===== src/rtl/cache_partition_ctrl.sv =====
// cache_partition_ctrl: sequences run-time changes of the dcache unified/scratch
// set split. A DCR write to the set-count register gates new core requests,
// waits for in-flight requests to drain, flushes the dcache, applies the new
// set count and reopens the request path.
// Optional feature macro: CACHE_PART_PERF_EN (adds reconfig/stall perf counters).
module cache_partition_ctrl #(
    parameter int unsigned NUM_REQS          = 4,
    parameter int unsigned SETS_W            = 12,
    parameter int unsigned MAX_SETS          = 32,
    parameter int unsigned DEFAULT_SETS      = 16,
    parameter int unsigned OUTST_W           = 8,
    parameter int unsigned VX_DCR_ADDR_WIDTH = 12,
    parameter int unsigned VX_DCR_DATA_WIDTH = 32,
    parameter logic [VX_DCR_ADDR_WIDTH-1:0] VX_DCR_UNIFIED_CACHE_SETS = VX_DCR_ADDR_WIDTH'(6)
`ifdef CACHE_PART_PERF_EN
    ,
    parameter int unsigned PERF_CTR_BITS     = 32
`endif
) (
    input  logic                         clk,
    input  logic                         reset,
    input  logic                         dcr_write_valid,
    input  logic [VX_DCR_ADDR_WIDTH-1:0] dcr_write_addr,
    input  logic [VX_DCR_DATA_WIDTH-1:0] dcr_write_data,
    input  logic [NUM_REQS-1:0]          req_fire,
    input  logic [NUM_REQS-1:0]          rsp_fire,
    output logic                         req_gate,
    output logic                         flush_valid,
    input  logic                         flush_ready,
    input  logic                         flush_done,
    output logic [SETS_W-1:0]            unified_cache_sets,
    output logic                         busy
`ifdef CACHE_PART_PERF_EN
    ,
    output logic [PERF_CTR_BITS-1:0]     perf_reconfigs,
    output logic [PERF_CTR_BITS-1:0]     perf_stall_cycles
`endif
);

    typedef enum logic [2:0] {
        S_IDLE,
        S_GATE,
        S_DRAIN,
        S_FLUSH,
        S_WAIT,
        S_APPLY
    } state_e;

    state_e              state_q, state_d;
    logic                req_gate_q, req_gate_d;
    logic                pend_q, pend_d;
    logic [SETS_W-1:0]   pend_sets_q, pend_sets_d;
    logic [SETS_W-1:0]   sets_q, sets_d;
    logic [OUTST_W-1:0]  cnt_q, cnt_d;

    logic [OUTST_W:0]    req_pop, rsp_pop, cnt_sum, cnt_next;
    logic                wr_hit;
    logic [SETS_W-1:0]   wr_raw, wr_sets;
    logic                unused_data_bits;

    function automatic logic [OUTST_W:0] popcnt(input logic [NUM_REQS-1:0] v);
        logic [OUTST_W:0] c;
        c = '0;
        for (int unsigned i = 0; i < NUM_REQS; i++) begin
            c = c + (OUTST_W+1)'(v[i]);
        end
        return c;
    endfunction

    // Outstanding-request accounting and DCR write decode/clamp
    always_comb begin
        req_pop          = popcnt(req_fire);
        rsp_pop          = popcnt(rsp_fire);
        cnt_sum          = {1'b0, cnt_q} + req_pop;
        cnt_next         = cnt_sum - rsp_pop;
        cnt_d            = cnt_next[OUTST_W-1:0];
        wr_hit           = dcr_write_valid && (dcr_write_addr == VX_DCR_UNIFIED_CACHE_SETS);
        wr_raw           = dcr_write_data[SETS_W-1:0];
        wr_sets          = (wr_raw > SETS_W'(MAX_SETS)) ? SETS_W'(MAX_SETS) : wr_raw;
        unused_data_bits = ^dcr_write_data[VX_DCR_DATA_WIDTH-1:SETS_W];
    end

    // Next-state logic: capture, sequencing and apply
    always_comb begin
        state_d     = state_q;
        pend_d      = pend_q;
        pend_sets_d = pend_sets_q;
        sets_d      = sets_q;

        if (wr_hit) begin
            pend_d      = 1'b1;
            pend_sets_d = wr_sets;
        end

        case (state_q)
            // A fresh write is acted on in its own cycle so the gate is up one
            // cycle later; an equal value stays pending one cycle and then clears.
            S_IDLE: begin
                if (wr_hit) begin
                    if (wr_sets != sets_q) state_d = S_GATE;
                end else if (pend_q) begin
                    if (pend_sets_q != sets_q) state_d = S_GATE;
                    else                       pend_d  = 1'b0;
                end
            end
            S_GATE:  state_d = S_DRAIN;
            S_DRAIN: begin
                if (cnt_q == '0 && req_fire == '0 && rsp_fire == '0) state_d = S_FLUSH;
            end
            S_FLUSH: begin
                if (flush_ready) state_d = flush_done ? S_APPLY : S_WAIT;
            end
            S_WAIT: begin
                if (flush_done) state_d = S_APPLY;
            end
            S_APPLY: state_d = S_IDLE;
            default: state_d = S_IDLE;
        endcase

        // The set count is loaded on entry to APPLY so it is visible during the
        // APPLY cycle; a write landing on that edge stays pending.
        if (state_d == S_APPLY && state_q != S_APPLY) begin
            sets_d = pend_sets_q;
            pend_d = wr_hit;
        end
    end

    always_comb begin
        req_gate_d = (state_d != S_IDLE);
    end

    // State and datapath registers
    always_ff @(posedge clk) begin
        if (reset) begin
            state_q     <= S_IDLE;
            req_gate_q  <= 1'b0;
            pend_q      <= 1'b0;
            pend_sets_q <= '0;
            sets_q      <= SETS_W'(DEFAULT_SETS);
            cnt_q       <= '0;
        end else begin
            state_q     <= state_d;
            req_gate_q  <= req_gate_d;
            pend_q      <= pend_d;
            pend_sets_q <= pend_sets_d;
            sets_q      <= sets_d;
            cnt_q       <= cnt_d;
        end
    end

    assign req_gate           = req_gate_q;
    assign flush_valid        = (state_q == S_FLUSH);
    assign unified_cache_sets = sets_q;
    assign busy               = (state_q != S_IDLE) || pend_q;

    // The outstanding counter must never wrap in either direction
    assert property (@(posedge clk) disable iff (reset) cnt_sum >= rsp_pop);
    assert property (@(posedge clk) disable iff (reset) (cnt_sum < rsp_pop) || !cnt_next[OUTST_W]);

`ifdef CACHE_PART_PERF_EN
    logic [PERF_CTR_BITS-1:0] perf_reconfigs_q, perf_reconfigs_d;
    logic [PERF_CTR_BITS-1:0] perf_stall_q, perf_stall_d;

    // Perf counter increments (wrap naturally)
    always_comb begin
        perf_reconfigs_d = perf_reconfigs_q;
        perf_stall_d     = perf_stall_q;
        if (state_q == S_APPLY) perf_reconfigs_d = perf_reconfigs_q + PERF_CTR_BITS'(1);
        if (req_gate_q)         perf_stall_d     = perf_stall_q + PERF_CTR_BITS'(1);
    end

    // Perf counter registers
    always_ff @(posedge clk) begin
        if (reset) begin
            perf_reconfigs_q <= '0;
            perf_stall_q     <= '0;
        end else begin
            perf_reconfigs_q <= perf_reconfigs_d;
            perf_stall_q     <= perf_stall_d;
        end
    end

    assign perf_reconfigs    = perf_reconfigs_q;
    assign perf_stall_cycles = perf_stall_q;
`endif

endmodule


===== config.mk =====
export PLATFORM = sky130hd
export DESIGN_NAME = cache_partition_ctrl
export DESIGN_NICKNAME = d
export VERILOG_FILES = /design/src/rtl/cache_partition_ctrl.sv
export SDC_FILE = /design/constraint.sdc
export NUM_CORES = 1
export LEC_CHECK = 0
export BUFFER_PORTS_ARGS = -buffer_cell sky130_fd_sc_hd__buf_2
export CORE_ASPECT_RATIO = 1.2
export CORE_MARGIN = 2
export CORE_UTILIZATION = 45
export CTS_CLUSTER_SIZE = 16
export DETAILED_ROUTE_END_ITERATION = 10
export GPL_TIMING_DRIVEN = 0
export PLACE_DENSITY = 0.74
export SLEW_MARGIN = 20
export SYNTH_ARGS = -nofsm -noshare
export SYNTH_HDL_FRONTEND = slang
export SYNTH_SLANG_ARGS = --single-unit

===== constraint.sdc =====
create_clock -name clk -period 4 [get_ports clk]
set_clock_uncertainty 0.2 [all_clocks]
set_input_delay 0.8 -clock clk [delete_from_list [all_inputs] [get_ports clk]]
set_output_delay 0.8 -clock clk [all_outputs]
set_load 0.03 [all_outputs]

# Word-level counts from Yosys, hierarchy flattened

Cells that the tools add are included.
W data, S select, Z words.

Add/subtract/negate cells: 8
$lt $le $gt $ge: 1
Equal/unequal tests: 9
Mux-type cells: 16
Reduce and logical (&&, ||, !) cells: 11

Operators by type and width:

| kind                  | count |
|---|---|
| $ne A12 B12 Y1        | 2 |
| $mux W3               | 7 |
| $pmux W3 S5           | 1 |
| $eq A12 B3 Y1 const B | 1 |
| $gt A12 B6 Y1 const B | 1 |
| $mux W12              | 1 |
| $add A3 B1 Y4         | 2 |
| $add A8 B4 Y8         | 1 |
| $logic_not A4 Y1      | 2 |
| $logic_not A8 Y1      | 1 |
| $sub A8 B4 Y8         | 1 |
| $mux W1               | 7 |
| $add A2 B1 Y3         | 2 |
| $eq A3 B2 Y1 const B  | 2 |
| $eq A3 B3 Y1 const B  | 2 |
| $reduce_bool A3 Y1    | 2 |
| $add A1 B1 Y2         | 2 |
| $logic_and A1 B1 Y1   | 4 |
| $eq A3 B1 Y1 const B  | 1 |
| $logic_not A3 Y1      | 1 |
| $ne A3 B3 Y1 const B  | 1 |
| $logic_or A1 B1 Y1    | 1 |

Register bits: 37
Input port bits: 57
Output and inout bits: 15
Word-level logic and storage cells: 51

# Longest topological paths before layout

Gate-level depths: netlist of the first run.

Depth in word-level cells: 9
Gate-level depth with buffers: 14

# Least setup slack after synthesis of the first run

No wires, ideal clock.

Path kind: input -> register
Start point: in rsp_fire[1]
End point: reg cnt_q[7]
Setup time: 0.131 ns
Arrival: 3.511 ns
Required time: 3.669 ns
Path slack: 0.158 ns
Stages: 14
Buffers on the path: 0
Cells stage by stage: inv_1 -> fa_1 -> inv_1 -> fa_1 -> fa_1 -> inv_1 -> ha_1 -> inv_1 -> fa_1 -> nand2b_1 -> a21boi_0 -> o21ai_0 -> a21oi_1 -> nor3b_1

Longest elaborated chain between the ends: 4

Ends and longest elaborated chain:

| element              | line | text |
|---|---|---|
| from (decl)          | 26   | `input logic [NUM_REQS-1:0] rsp_fire,` |
| $add A1 B1 Y2        | 65   | `c = c + (OUTST_W+1)'(v[i]);` |
| $add A2 B1 Y3        | 65   |  |
| $add A3 B1 Y4        | 65   |  |
| $sub A8 B4 Y8        | 75   | `cnt_next = cnt_sum - rsp_pop;` |
| to (signal assigned) | 147  | `cnt_q <= cnt_d;` |
| to (decl)            | 54   | `logic [OUTST_W-1:0] cnt_q, cnt_d;` |

Every way passes these cells.
A chain may end at the register's enable or synchronous reset.

# Worst setup path after layout of the first run

Ends and elaborated chain as after synthesis.

==> out/qor.log, run 1 <==
qor: detailed_routing.finalWirelength 5.21 mm
qor: cells_and_area.utilization 56.9%
qor: sta.final_min_period_over_clock_period 94.1%
qor: clock_tree.tritoncts.num_buffers 5
qor: floorplan.rows 27
qor: detailed_routing.drt.antenna.violating_nets 0
qor: grt.grt.busiest_layer met2
qor: critical_path.timing.critical_path.from_type primary input
qor: detailed_routing.routed-via-count 2041
qor: clock_tree.tritoncts yes
qor: detailed_routing.detailedRoute.firstIterationViolations 176
qor: yosys.synth_warnings 0
qor: placement.gpl.final_weighted_congestion 0.802
qor: critical_path.worstSetupEndpoint cnt_q[7]
qor: critical_path.required 3.97 ns
qor: cells_and_area.fraction_of_final_layout_cells_with_drive_strength_greater_than_1 20.3%
qor: floorplan.initial_utilization 46.5%
qor: yosys.async_reset_ff_share 0%
qor: placement.place.detailed.hpwl 3.90 mm
qor: clock_tree.clk_path_buf_depth 2
qor: detailed_routing.dr.pass1.iters 4
qor: sta.max_clock_freq 266 MHz
qor: clock_tree.path_clk_slew 0.08 ns
qor: job.max-cap-violations 0
qor: critical_path.setup.reg_to_reg.worst_slack 0.58 ns
qor: pwr.ir_drop 0.512 mV
qor: clock_tree.cts_num_sinks 37
qor: critical_path.critical_path_class primary input to register
qor: yosys.number_of_synthesized_flops_with_an_enable_pin 0
qor: critical_path.r2r-end cnt_q[7]
qor: cells_and_area.final_area 2610 um^2
qor: grt.global_route.usage.met1 24.1%
qor: detailed_routing.drt-vias-per-instance 5.47
qor: critical_path.r2r_start cnt_q[0]
qor: yosys.synth.cell_area 2140 um^2
qor: grt.grt_max_degree 14
qor: cells_and_area.design.final.nets 389
qor: clock_tree.ctsResizeCount 0
qor: grt.grt_use_met2 36.9%
qor: detailed_routing.drcViolationCount 0
qor: sta.unrepaired_setup_endpoints_after_global_routing false
qor: sta.fin_setup_tns 0 ns
qor: sta.slew_viol_final 0
qor: clock_tree.ctsHoldBuffers 0
qor: min_path.hold_path.class register to register
qor: grt.first_pass_grt_wire_length 8.44 mm
qor: yosys.ys_seq_area_share 34.7%
qor: floorplan.die-height 79.5 um
qor: critical_path.setup.worst_path.end_class register
qor: yosys.syn_inst 256
qor: yosys.synth_top_cells_by_area sky130_fd_sc_hd__dfxtp_1 35%, sky130_fd_sc_hd__fa_1 6.6%, sky130_fd_sc_hd__ha_1 6.4%
qor: critical_path.crit_start rsp_fire[1]
qor: yosys.synth_cell_types 43
qor: placement.dpl-instance-area 2460 um^2
qor: sta.maxSlewHeadroom 62.9%
qor: cells_and_area.areaGrowthSynthToFinish 22.3%
qor: clock_tree.cts.htree.levels 2
qor: yosys.syn_area_per_cell 8.34 um^2
qor: yosys.synth.top_cell.area_share 34.7%
qor: grt.grt_pass1_vias 1918
qor: yosys.synth-seq-cells 37
qor: pwr.power_density 524 nW/um^2
qor: floorplan.fp.dieArea 5320 um^2
qor: clock_tree.cts_post_setup_buffers_inserted 0
qor: grt.global_route.overflow_total 0
qor: placement.port_buffers 51
qor: sta.report.final.setup_viol 0
qor: clock_tree.clkLatencyLatePin 0.30 ns
qor: cells_and_area.final-instance-count-excl-fill 373
qor: sta.worst-slew-pin-transition 0.557 ns
qor: placement.dp_cells 365
qor: pwr.leakagePower 1.24 nW
qor: grt.grt_antenna_before_repair 0
qor: sta.finalWorstPathRequiredPeriod 3.77 ns
qor: cells_and_area.insertedDiodeCount 0
qor: cells_and_area.filler_cells 456
qor: critical_path.crit_arrival 3.73 ns
qor: grt.gr-usage-met3 4.09%
qor: floorplan.fp.coreArea 4590 um^2
qor: detailed_routing.drt-wirelength-per-cell 14.0 um
qor: floorplan.die_w 66.9 um
qor: clock_tree.cts_root_buf sky130_fd_sc_hd__clkbuf_8
qor: yosys.postSynthNetCount 331
qor: sta.timing_hold_violations_final 0
qor: cells_and_area.final_cell_mix 51 x sky130_fd_sc_hd__buf_2, 37 x sky130_fd_sc_hd__dfxtp_1, 31 x sky130_fd_sc_hd__inv_1, 22 x sky130_fd_sc_hd__nand3_1, 21 x sky130_fd_sc_hd__a21oi_1
qor: floorplan.io_pins 72
qor: cells_and_area.mostFrequentLayoutCell sky130_fd_sc_hd__buf_2
qor: yosys.main_flop_type_after_synthesis sky130_fd_sc_hd__dfxtp_1
qor: run_status.run_status finished clean
qor: yosys.yosys.area.top_type sky130_fd_sc_hd__dfxtp_1
qor: critical_path.rr_worst_depth 13
qor: grt.grt_util_all_layers 21.0%
qor: critical_path.critical_path.max_fanout 2
==> per-stage QoR <==
step                      hold slack, ns  power [mW]  setup WS [ns]
after global routing               0.309        1.50         0.0145
final                              0.289        1.37          0.234
after global placement             0.270       0.919         -0.120
after detailed placement           0.280       0.946         -0.189
after floorplan                    0.257       0.831          0.158
after CTS                          0.290        1.35         0.0932
==> critical path, stage by stage <==
cell and delay, ns:
sky130_fd_sc_hd__buf_2 0.09, sky130_fd_sc_hd__inv_1 0.05, sky130_fd_sc_hd__fa_1 0.52, sky130_fd_sc_hd__inv_1 0.05, sky130_fd_sc_hd__fa_1 0.46, sky130_fd_sc_hd__fa_1 0.38, sky130_fd_sc_hd__inv_1 0.07, sky130_fd_sc_hd__ha_1 0.16
sky130_fd_sc_hd__inv_1 0.06, sky130_fd_sc_hd__fa_1 0.41, sky130_fd_sc_hd__nand2b_4 0.17, sky130_fd_sc_hd__a21boi_2 0.15, sky130_fd_sc_hd__o21ai_0 0.12, sky130_fd_sc_hd__a21oi_1 0.17, sky130_fd_sc_hd__nor3b_1 0.07
==> power by group <==
part           internal [mW]  total, mW  leakage (nW)  switching [mW]
logic                  0.254      0.548         0.867           0.293
clock network          0.251      0.397        0.0687           0.146
registers              0.407      0.425         0.300          0.0181
==> final cells by class <==
cell class	count	area (um^2)	share of cell area [%]
multi-input cells	178	1250	47.9
well taps	58	72.6	2.78
repair buffers	51	255	9.77
clock inverters	3	68.8	2.63
flip-flops and latches	37	741	28.4
clock buffers	5	68.8	2.63
inverters	31	116	4.45
plain buffers	10	37.5	1.44
==> worst min-delay path by stage <==
stage                               from  cells after the start              to  slack (ns)
after global placement            pend_q                      2          pend_q        0.27
after CTS                 pend_sets_q[3]                      2  pend_sets_q[3]        0.29
final                     pend_sets_q[3]                      2  pend_sets_q[3]        0.29
after detailed placement  pend_sets_q[3]                      2  pend_sets_q[3]        0.28
after global routing      pend_sets_q[2]                      2  pend_sets_q[2]        0.31
after floorplan           pend_sets_q[0]                      2  pend_sets_q[0]        0.26
==> cells by family (layout without fill, tap and decap cells) <==
family,count (synthesis),count (layout),share of synthesized area [%]
AO/OA/AOI/OAI,55,55,15.4
flip-flops,37,37,34.7
adder cells (fa/ha/maj),18,18,13.0
AND/OR/NAND/NOR,88,88,22.7
XOR/XNOR,17,17,6.97
buffers and inverters,41,100,7.21
==> metal layers <==
| metal | part of all wire [%] | vias up |
|---|---|---|
| li1 | - | 1008 |
| met1 | 40 | 948 |
| met2 | 50 | 71 |
| met3 | 7.2 | 14 |
| met4 | 2.9 | 0 |
| met5 | 0 | - |
==> synth_stat cells (3+ instances only) <==
cell type	count
sky130_fd_sc_hd__ha_1	11
sky130_fd_sc_hd__and3_1	7
sky130_fd_sc_hd__nor3_1	4
sky130_fd_sc_hd__dfxtp_1	37
sky130_fd_sc_hd__nor2_1	17
sky130_fd_sc_hd__a21oi_1	21
sky130_fd_sc_hd__o21ai_0	17
sky130_fd_sc_hd__nor4_1	7
sky130_fd_sc_hd__xor2_1	15
sky130_fd_sc_hd__nand3_1	22
sky130_fd_sc_hd__nor4bb_1	3
sky130_fd_sc_hd__fa_1	7
sky130_fd_sc_hd__inv_1	31
sky130_fd_sc_hd__nor4b_1	3
sky130_fd_sc_hd__clkbuf_1	8
sky130_fd_sc_hd__nand2_1	9
==> sequential cells by signal, summed over array words and instances, names as in the netlist <==
name / cells
req_gate: 1
pend_sets_q: 12
unified_cache_sets: 12
pend_q: 1
state_q: 3
cnt_q: 8
No activity file was read; power rests on OpenSTA's default activity.
==> run 2, diff against run 1 <==
ABC_AREA = 1   (was default)
BUFFER_PORTS_ARGS = default   (was -buffer_cell sky130_fd_sc_hd__buf_2)
CORE_UTILIZATION = 57   (was 45)
DONT_BUFFER_PORTS = 1   (was default)
==> out/qor.log, run 2 <==
qor: run_status.run_status finished clean
qor: detailed_routing.drt.antenna.violating_nets 0 [unchanged]
qor: sta.maxSlewHeadroom 57.8% [-5.1 points]
qor: cells_and_area.insertedDiodeCount 0 [unchanged]
qor: clock_tree.clkLatencyLatePin 0.29 ns [about the same]
qor: grt.global_route.overflow_total 0 [unchanged]
qor: detailed_routing.drcViolationCount 0 [unchanged]
qor: yosys.synth.top_cell.area_share 32.0% [-2.7 points]
qor: sta.max_clock_freq 270 MHz [+1.8%]
qor: min_path.hp-start pend_sets_q[10]
qor: floorplan.fp.dieArea 4590 um^2 [-14%]
qor: cells_and_area.fraction_of_final_layout_cells_with_drive_strength_greater_than_1 12.2% [-8.1 points]
qor: sta.finalWorstPathRequiredPeriod 3.70 ns [-0.0680 ns]
qor: grt.grt_pass1_vias 1906 [-0.63%]
qor: cells_and_area.mostFrequentLayoutCell sky130_fd_sc_hd__inv_1
qor: floorplan.die-height 73.8 um [-7.1%]
qor: clock_tree.cts.htree.levels 2 [unchanged]
qor: sta.fin_setup_tns 0 ns [unchanged]
qor: detailed_routing.drt-vias-per-instance 5.23 [-4.4%]
qor: yosys.postSynthNetCount 387 [+17%]
qor: yosys.synth_cell_types 34 [-21%]
qor: clock_tree.ctsResizeCount 0 [unchanged]
qor: critical_path.required 3.98 ns [about the same]
qor: cells_and_area.design.final.nets 394 [+1.3%]
qor: sta.timing_hold_violations_final 0 [unchanged]
qor: min_path.hold_path_depth 2 [unchanged]
qor: placement.port_buffers 0 [-100%]
qor: yosys.synth_warnings 0 [unchanged]
qor: floorplan.fp.coreArea 3910 um^2 [-15%]
qor: yosys.synth.cell_area 2320 um^2 [+8.5%]
qor: yosys.main_flop_type_after_synthesis sky130_fd_sc_hd__dfxtp_1
qor: cells_and_area.final_cell_mix 57 x sky130_fd_sc_hd__inv_1, 44 x sky130_fd_sc_hd__nand2_1, 37 x sky130_fd_sc_hd__dfxtp_1, 32 x sky130_fd_sc_hd__nor2_1, 28 x sky130_fd_sc_hd__nand3_1
qor: detailed_routing.drt-wirelength-per-cell 12.7 um [-9.3%]
qor: floorplan.die_w 62.2 um [-7.0%]
qor: critical_path.rr_worst_depth 18 [+5]
qor: critical_path.setup.worst_path.end_class register
qor: yosys.number_of_synthesized_flops_with_an_enable_pin 0 [unchanged]
qor: yosys.syn_inst 312 [+22%]
qor: detailed_routing.top_layer met4
qor: grt.grt_max_degree 11 [-3]
qor: yosys.synth_top_cells_by_area sky130_fd_sc_hd__dfxtp_1 32%, sky130_fd_sc_hd__inv_1 9.2%, sky130_fd_sc_hd__nand2_1 7.1%
qor: clock_tree.cts_num_sinks 37 [unchanged]
qor: cells_and_area.filler_cells 371 [-19%]
qor: detailed_routing.routed-via-count 1952 [-4.4%]
qor: cells_and_area.areaGrowthSynthToFinish 6.64%
qor: grt.first_pass_grt_wire_length 8.00 mm [-5.1%]
qor: critical_path.crit_start rsp_fire[1]
qor: yosys.ys_seq_area_share 32.0% [-2.7 points]
qor: cells_and_area.multi_input_area 1310 um^2 [+4.5%]
qor: clock_tree.path_clk_slew 0.07 ns [about the same]
qor: floorplan.io_pins 72 [unchanged]
qor: critical_path.timing.critical_path.from_type primary input
qor: clock_tree.tritoncts yes
qor: detailed_routing.route.layer.met1.wl 1.94 mm [-6.9%]
qor: detailed_routing.detailroute.wirelength.met2 2.47 mm [-4.6%]
qor: grt.grt_antenna_before_repair 0 [unchanged]
qor: yosys.async_reset_ff_share 0% [unchanged]
qor: sta.report.final.setup_viol 0 [unchanged]
qor: critical_path.crit_arrival 3.68 ns [-0.05 ns]
qor: floorplan.initial_utilization 59.3% [+13 points]
qor: critical_path.critical_path.max_fanout 3 [+1]
qor: placement.gpl.final_weighted_congestion 0.798 [-0.59%]
qor: sta.worst-slew-pin-transition 0.633 ns [+0.0765 ns]
qor: yosys.syn_area_per_cell 7.43 um^2 [-11%]
qor: job.max-cap-violations 0 [unchanged]
qor: pwr.power 1.18 mW [-14%]
qor: clock_tree.tritoncts.num_buffers 5 [unchanged]
qor: sta.unrepaired_setup_endpoints_after_global_routing false
qor: detailed_routing.dr.pass1.iters 4 [unchanged]
qor: pwr.leakagePower 1.11 nW [-10%]
qor: yosys.yosys.area.top_type sky130_fd_sc_hd__dfxtp_1
qor: yosys.synth.top_cells.by_count 57 x sky130_fd_sc_hd__inv_1, 44 x sky130_fd_sc_hd__nand2_1, 37 x sky130_fd_sc_hd__dfxtp_1
qor: floorplan.rows 25 [-7.4%]
qor: critical_path.r2r_start cnt_q[0]
qor: pwr.power_density 476 nW/um^2 [-9.1%]
qor: yosys.synth-seq-cells 37 [unchanged]
qor: clock_tree.cts_root_buf sky130_fd_sc_hd__clkbuf_8
qor: clock_tree.cts_post_setup_buffers_inserted 0 [unchanged]
qor: detailed_routing.met3_wirelength 232 um [-38%]
qor: pwr.ir_drop 0.287 mV [-44%]
qor: detailed_routing.finalWirelength 4.72 mm [-9.3%]
qor: detailed_routing.detailedRoute.firstIterationViolations 51 [-71%]
qor: clock_tree.ctsHoldBuffers 0 [unchanged]
qor: min_path.hold_path.class register to register
qor: grt.grt_util_all_layers 22.4% [+1.4 points]
qor: sta.final_min_period_over_clock_period 92.4% [-1.7 points]
qor: yosys.yosys.cell_count.top_type sky130_fd_sc_hd__inv_1
qor: clock_tree.clk_path_buf_depth 2 [unchanged]
qor: cells_and_area.layout.area.seq 741 um^2 [unchanged]
qor: sta.slew_viol_final 0 [unchanged]
qor: placement.place.detailed.hpwl 3.67 mm [-5.8%]
qor: critical_path.critical_path_class primary input to register
## run 2: changes by cell type after synthesis, sizes merged, moves of 4 or more
| cell | change |
|---|---|
| nand2 | +49 |
| xor2 | -12 |
| nor2 | +19 |
| nand3 | +6 |
| xnor2 | +6 |
| o21ai | -7 |
| and3 | -7 |
| clkbuf | -5 |
| nand4 | +6 |
| nor4 | -4 |
| inv | +28 |
## run 2: power by group
group          internal (mW)  switching, mW
sequential             0.407         0.0162
clock                  0.137          0.127
combinational          0.197          0.293
total                  0.741          0.437
## run 2: worst paths after layout
path | endpoint | slack, ns
hold / removal | pend_sets_q[10] | 0.27
setup / recovery | cnt_q[7] | 0.30
hold reg to reg | pend_sets_q[10] | 0.27
setup reg to reg | cnt_q[7] | 0.57
## run 2: metal layers
| metal | vias to the layer above | GRT usage, % |
|---|---|---|
| met1 | 905 | 24.9 |
| met4 | 0 | 8.15 |
| met3 | 6 | 5.67 |
| met2 | 42 | 41.9 |
| met5 | - | 0 |
| li1 | 999 | - |
## run 2: logic make-up (layout without fill, tap and decap cells)
| logic type | count (synthesis) | in the layout | synth area share, % |
|---|---|---|---|
| AOI/OAI and AO/OA | 39 | 39 | 10.6 |
| buffers and inverters | 66 | 73 | 11.6 |
| DFF | 37 | 37 | 32.0 |
| adders and majority gates | 18 | 18 | 12.0 |
| xor gates and xnor gates | 11 | 11 | 4.16 |
| and+or+nand+nor | 141 | 141 | 29.8 |
## run 2: cell type report
class / count / share of cell area, %
plain buffers: 7 / 1.87
clock buffers: 7 / 3.49
inverters: 59 / 8.96
multi-input cells: 209 / 53.0
flip-flops and latches: 37 / 30.0
well taps: 54 / 2.73
## run 2: per-stage QoR
stage / hold WS, ns / utilization [%] / area [um^2] / setup WS, ns / std cells
after floorplan: 0.251 / - / 2320 / 0.249 / 312
after global placement: 0.263 / 61.0 / 2380 / 0.0765 / 366
after detailed placement: 0.262 / 61.0 / 2380 / -0.0158 / 366
after CTS: 0.273 / 63.2 / 2470 / 0.295 / 373
after global routing: 0.301 / 63.2 / 2470 / 0.119 / 373
final: 0.274 / 63.2 / 2470 / 0.302 / 373
## run 2: critical path, cell delays in order
cell and delay [ns]:
sky130_fd_sc_hd__inv_1 0.03, sky130_fd_sc_hd__fa_1 0.53, sky130_fd_sc_hd__inv_1 0.05, sky130_fd_sc_hd__fa_1 0.47, sky130_fd_sc_hd__fa_1 0.37, sky130_fd_sc_hd__inv_1 0.07, sky130_fd_sc_hd__ha_1 0.17, sky130_fd_sc_hd__inv_1 0.07
sky130_fd_sc_hd__fa_1 0.35, sky130_fd_sc_hd__inv_1 0.09, sky130_fd_sc_hd__nand2_1 0.05, sky130_fd_sc_hd__nand3_1 0.09, sky130_fd_sc_hd__nand2_1 0.05, sky130_fd_sc_hd__inv_1 0.07, sky130_fd_sc_hd__nor2_1 0.04, sky130_fd_sc_hd__nor2_1 0.10
sky130_fd_sc_hd__nor2_1 0.06, sky130_fd_sc_hd__o21ai_0 0.15, sky130_fd_sc_hd__a21oi_1 0.05
==> run 3, diff against run 2 <==
BUFFER_PORTS_ARGS = -buffer_cell sky130_fd_sc_hd__buf_2   (was default)
CORE_UTILIZATION = 46   (was 57)
DONT_BUFFER_PORTS = default   (was 1)
PLACE_DENSITY = 0.75   (was 0.74)
==> out/qor.log, run 3 (synthesis gave the netlist of run 2 again) <==
qor: detailed_routing.drt-vias-per-instance 4.97 [-5.0%]
qor: clock_tree.path_clk_slew 0.08 ns [about the same]
qor: detailed_routing.dr.pass1.iters 4 [unchanged]
qor: cells_and_area.fraction_of_final_layout_cells_with_drive_strength_greater_than_1 25.1% [+13 points]
qor: pwr.ir_drop 0.250 mV [-13%]
qor: critical_path.crit_arrival 3.69 ns [about the same]
qor: cells_and_area.utilization 56.4% [-6.8 points]
qor: critical_path.cpPeakStageDelay 0.53 ns [about the same]
qor: pwr.switching_pwr 0.458 mW [+4.8%]
qor: critical_path.cp.buffers_inverters 7 [+1]
qor: placement.port_buffers 51 [+51]
qor: sta.finalWorstPathRequiredPeriod 3.70 ns [+0.00303 ns]
qor: floorplan.io_pins 72 [unchanged]
qor: clock_tree.tritoncts.num_buffers 5 [unchanged]
qor: pwr.leakagePower 1.34 nW [+21%]
qor: job.max-cap-violations 0 [unchanged]
qor: pwr.combPwrFrac 40.5% [-1.1 points]
qor: min_path.hold_path.class register to register
qor: placement.place.detailed.hpwl 4.05 mm [+10%]
qor: clock_tree.cts_post_setup_buffers_inserted 0 [unchanged]
qor: pwr.p_sw_share 35.7% [-1.4 points]
qor: detailed_routing.drt.antenna.violating_nets 0 [unchanged]
qor: clock_tree.cts_num_sinks 37 [unchanged]
qor: critical_path.critical-path-top-cell-by-count sky130_fd_sc_hd__inv_1
qor: grt.gr-usage-met3 3.84% [-1.8 points]
qor: sta.final_min_period_over_clock_period 92.5% [about the same]
qor: floorplan.fp.dieArea 5620 um^2 [+22%]
qor: detailed_routing.drcViolationCount 0 [unchanged]
qor: floorplan.fp.coreArea 4900 um^2 [+25%]
qor: cells_and_area.insertedDiodeCount 0 [unchanged]
qor: sta.fin_setup_tns 0 ns [unchanged]
qor: run_status.run_status finished clean
qor: critical_path.critical_path.max_fanout 3 [unchanged]
qor: pwr.seq_power_share 33.0% [-3.0 points]
qor: detailed_routing.finalWirelength 5.12 mm [+8.6%]
qor: cells_and_area.multi_input_area 1310 um^2 [+0.19%]
qor: detailed_routing.routed-via-count 2143 [+9.8%]
qor: cells_and_area.final_cell_mix 56 x sky130_fd_sc_hd__inv_1, 51 x sky130_fd_sc_hd__buf_2, 44 x sky130_fd_sc_hd__nand2_1, 37 x sky130_fd_sc_hd__dfxtp_1, 32 x sky130_fd_sc_hd__nor2_1
qor: cells_and_area.areaGrowthSynthToFinish 19.4%
qor: cells_and_area.layout.area.seq 741 um^2 [unchanged]
qor: detailed_routing.drt-wirelength-per-cell 11.9 um [-6.0%]
qor: grt.grt_pass1_vias 2052 [+7.7%]
qor: grt.grt_use_met2 36.8% [-5.1 points]
qor: critical_path.worst_path_max_delay_cell sky130_fd_sc_hd__fa_1
qor: critical_path.timing.critical_path.from_type primary input
qor: floorplan.initial_utilization 47.2% [-12 points]
qor: clock_tree.tritoncts yes
qor: floorplan.die-height 81.8 um [+11%]
qor: sta.slew_viol_final 0 [unchanged]
qor: sta.timing_hold_violations_final 0 [unchanged]
qor: placement.gpl.final_weighted_congestion 0.814 [+2.0%]
qor: sta.whs 0.279 ns [+0.00506 ns]
qor: cells_and_area.filler_cells 472 [+27%]
qor: grt.global_route.usage.met1 23.0% [-1.9 points]
qor: grt.first_pass_grt_wire_length 8.54 mm [+6.7%]
qor: pwr.internal_power 0.824 mW [+11%]
qor: critical_path.critical_path_class primary input to register
qor: sta.max_clock_freq 270 MHz [about the same]
qor: grt.grt_antenna_before_repair 0 [unchanged]
qor: cells_and_area.design.final.nets 445 [+13%]
qor: critical_path.setup.worst_path.end_class register
qor: grt.global_route.overflow_total 0 [unchanged]
qor: sta.worst-slew-pin-transition 0.655 ns [+0.0223 ns]
qor: floorplan.rows 28 [+12%]
qor: clock_tree.cts_root_buf sky130_fd_sc_hd__clkbuf_8
qor: sta.maxSlewHeadroom 56.3% [-1.5 points]
qor: grt.grt.busiest_layer met2
qor: grt.grt_max_degree 12 [+1]
qor: sta.unrepaired_setup_endpoints_after_global_routing false
qor: clock_tree.clk_path_buf_depth 2 [unchanged]
qor: clock_tree.clkLatencyLatePin 0.29 ns [about the same]
qor: critical_path.required 3.99 ns [about the same]
qor: sta.report.final.setup_viol 0 [unchanged]
qor: detailed_routing.detailedRoute.firstIterationViolations 51 [unchanged]
qor: clock_tree.cts.htree.levels 2 [unchanged]
qor: pwr.pwr-share-clk 26.5% [+4.1 points]
qor: cells_and_area.mostFrequentLayoutCell sky130_fd_sc_hd__inv_1
qor: pwr.power_density 463 nW/um^2 [-2.7%]
qor: grt.grt_util_all_layers 20.2% [-2.2 points]
qor: critical_path.cp_cell_sequence buf_2, inv_1, fa_1, inv_1, fa_1, fa_1, inv_1, ha_2, inv_1, fa_1, inv_2, nand2_1, nand3_1, nand2_1, inv_1, nor2_1, nor2_1, nor2_1, o21ai_1, a21oi_1
qor: critical_path.cpLargestDelayFamily adder cells
qor: floorplan.die_w 68.8 um [+11%]
[run 3: timing repair]
item                       4_1_cts  5_1_grt
hold buffers                     0        0
resized for setup                0        3
setup endpoints to repair        0        1
[run 3: worst paths after layout]
check                 startpoint              to  slack, ns  cells after the start
hold reg to reg   pend_sets_q[6]  pend_sets_q[6]       0.28                      2
setup / recovery     rsp_fire[1]        cnt_q[7]       0.30                     20
hold / removal    pend_sets_q[6]  pend_sets_q[6]       0.28                      2
setup reg to reg        cnt_q[0]        cnt_q[7]       0.65                     18
[run 3: layout make-up]
type / instances / area share (%)
multi-input combinational: 209 / 47.4
buffer: 7 / 1.67
clock buffer: 7 / 3.12
tap: 60 / 2.71
timing repair buffer: 51 / 9.23
inverter: 59 / 8.01
clock inverter: 1 / 1.09
sequential: 37 / 26.8
[run 3: layer usage]
layer | part of all wire (%) | vias up
met5 | 0 | -
met3 | 4.2 | 7
li1 | - | 1103
met2 | 51 | 47
met4 | 1.8 | 0
met1 | 43 | 986
[run 3: per-stage QoR]
step	instances	setup slack, ns	total power [mW]	area, um^2
6_report	431	0.299	1.28	2770
3_3_place_gp	423	-0.0517	0.911	2650
2_1_floorplan	312	0.249	0.815	2320
5_1_grt	431	0.0211	1.41	2770
4_1_cts	431	0.222	1.28	2760
3_5_place_dp	423	-0.103	0.945	2650
[run 3: worst register-to-register path, cell delays in order, from the launching register on]
cell                      delay [ns]
sky130_fd_sc_hd__dfxtp_1        0.33
sky130_fd_sc_hd__inv_1          0.05
sky130_fd_sc_hd__fa_1           0.45
sky130_fd_sc_hd__fa_1           0.48
sky130_fd_sc_hd__fa_1           0.37
sky130_fd_sc_hd__inv_1          0.07
sky130_fd_sc_hd__ha_2           0.18
sky130_fd_sc_hd__inv_1          0.05
sky130_fd_sc_hd__fa_1           0.38
sky130_fd_sc_hd__inv_2          0.08
sky130_fd_sc_hd__nand2_1        0.04
sky130_fd_sc_hd__nand3_1        0.10
sky130_fd_sc_hd__nand2_1        0.06
sky130_fd_sc_hd__inv_1          0.06
sky130_fd_sc_hd__nor2_1         0.04
sky130_fd_sc_hd__nor2_1         0.08
sky130_fd_sc_hd__nor2_1         0.06
sky130_fd_sc_hd__o21ai_1        0.11
sky130_fd_sc_hd__a21oi_1        0.05
[run 3: power groups by stage]
| stage | combinational [mW] | clock, mW | sequential (mW) |
|---|---|---|---|
| 6_report | 0.519 | 0.339 | 0.423 |
| 5_1_grt | 0.622 | 0.359 | 0.427 |
| 4_1_cts | 0.516 | 0.343 | 0.424 |
| 3_5_place_dp | 0.512 | 0 | 0.433 |
| 3_3_place_gp | 0.480 | 0 | 0.431 |
| 2_1_floorplan | 0.388 | 0 | 0.427 |
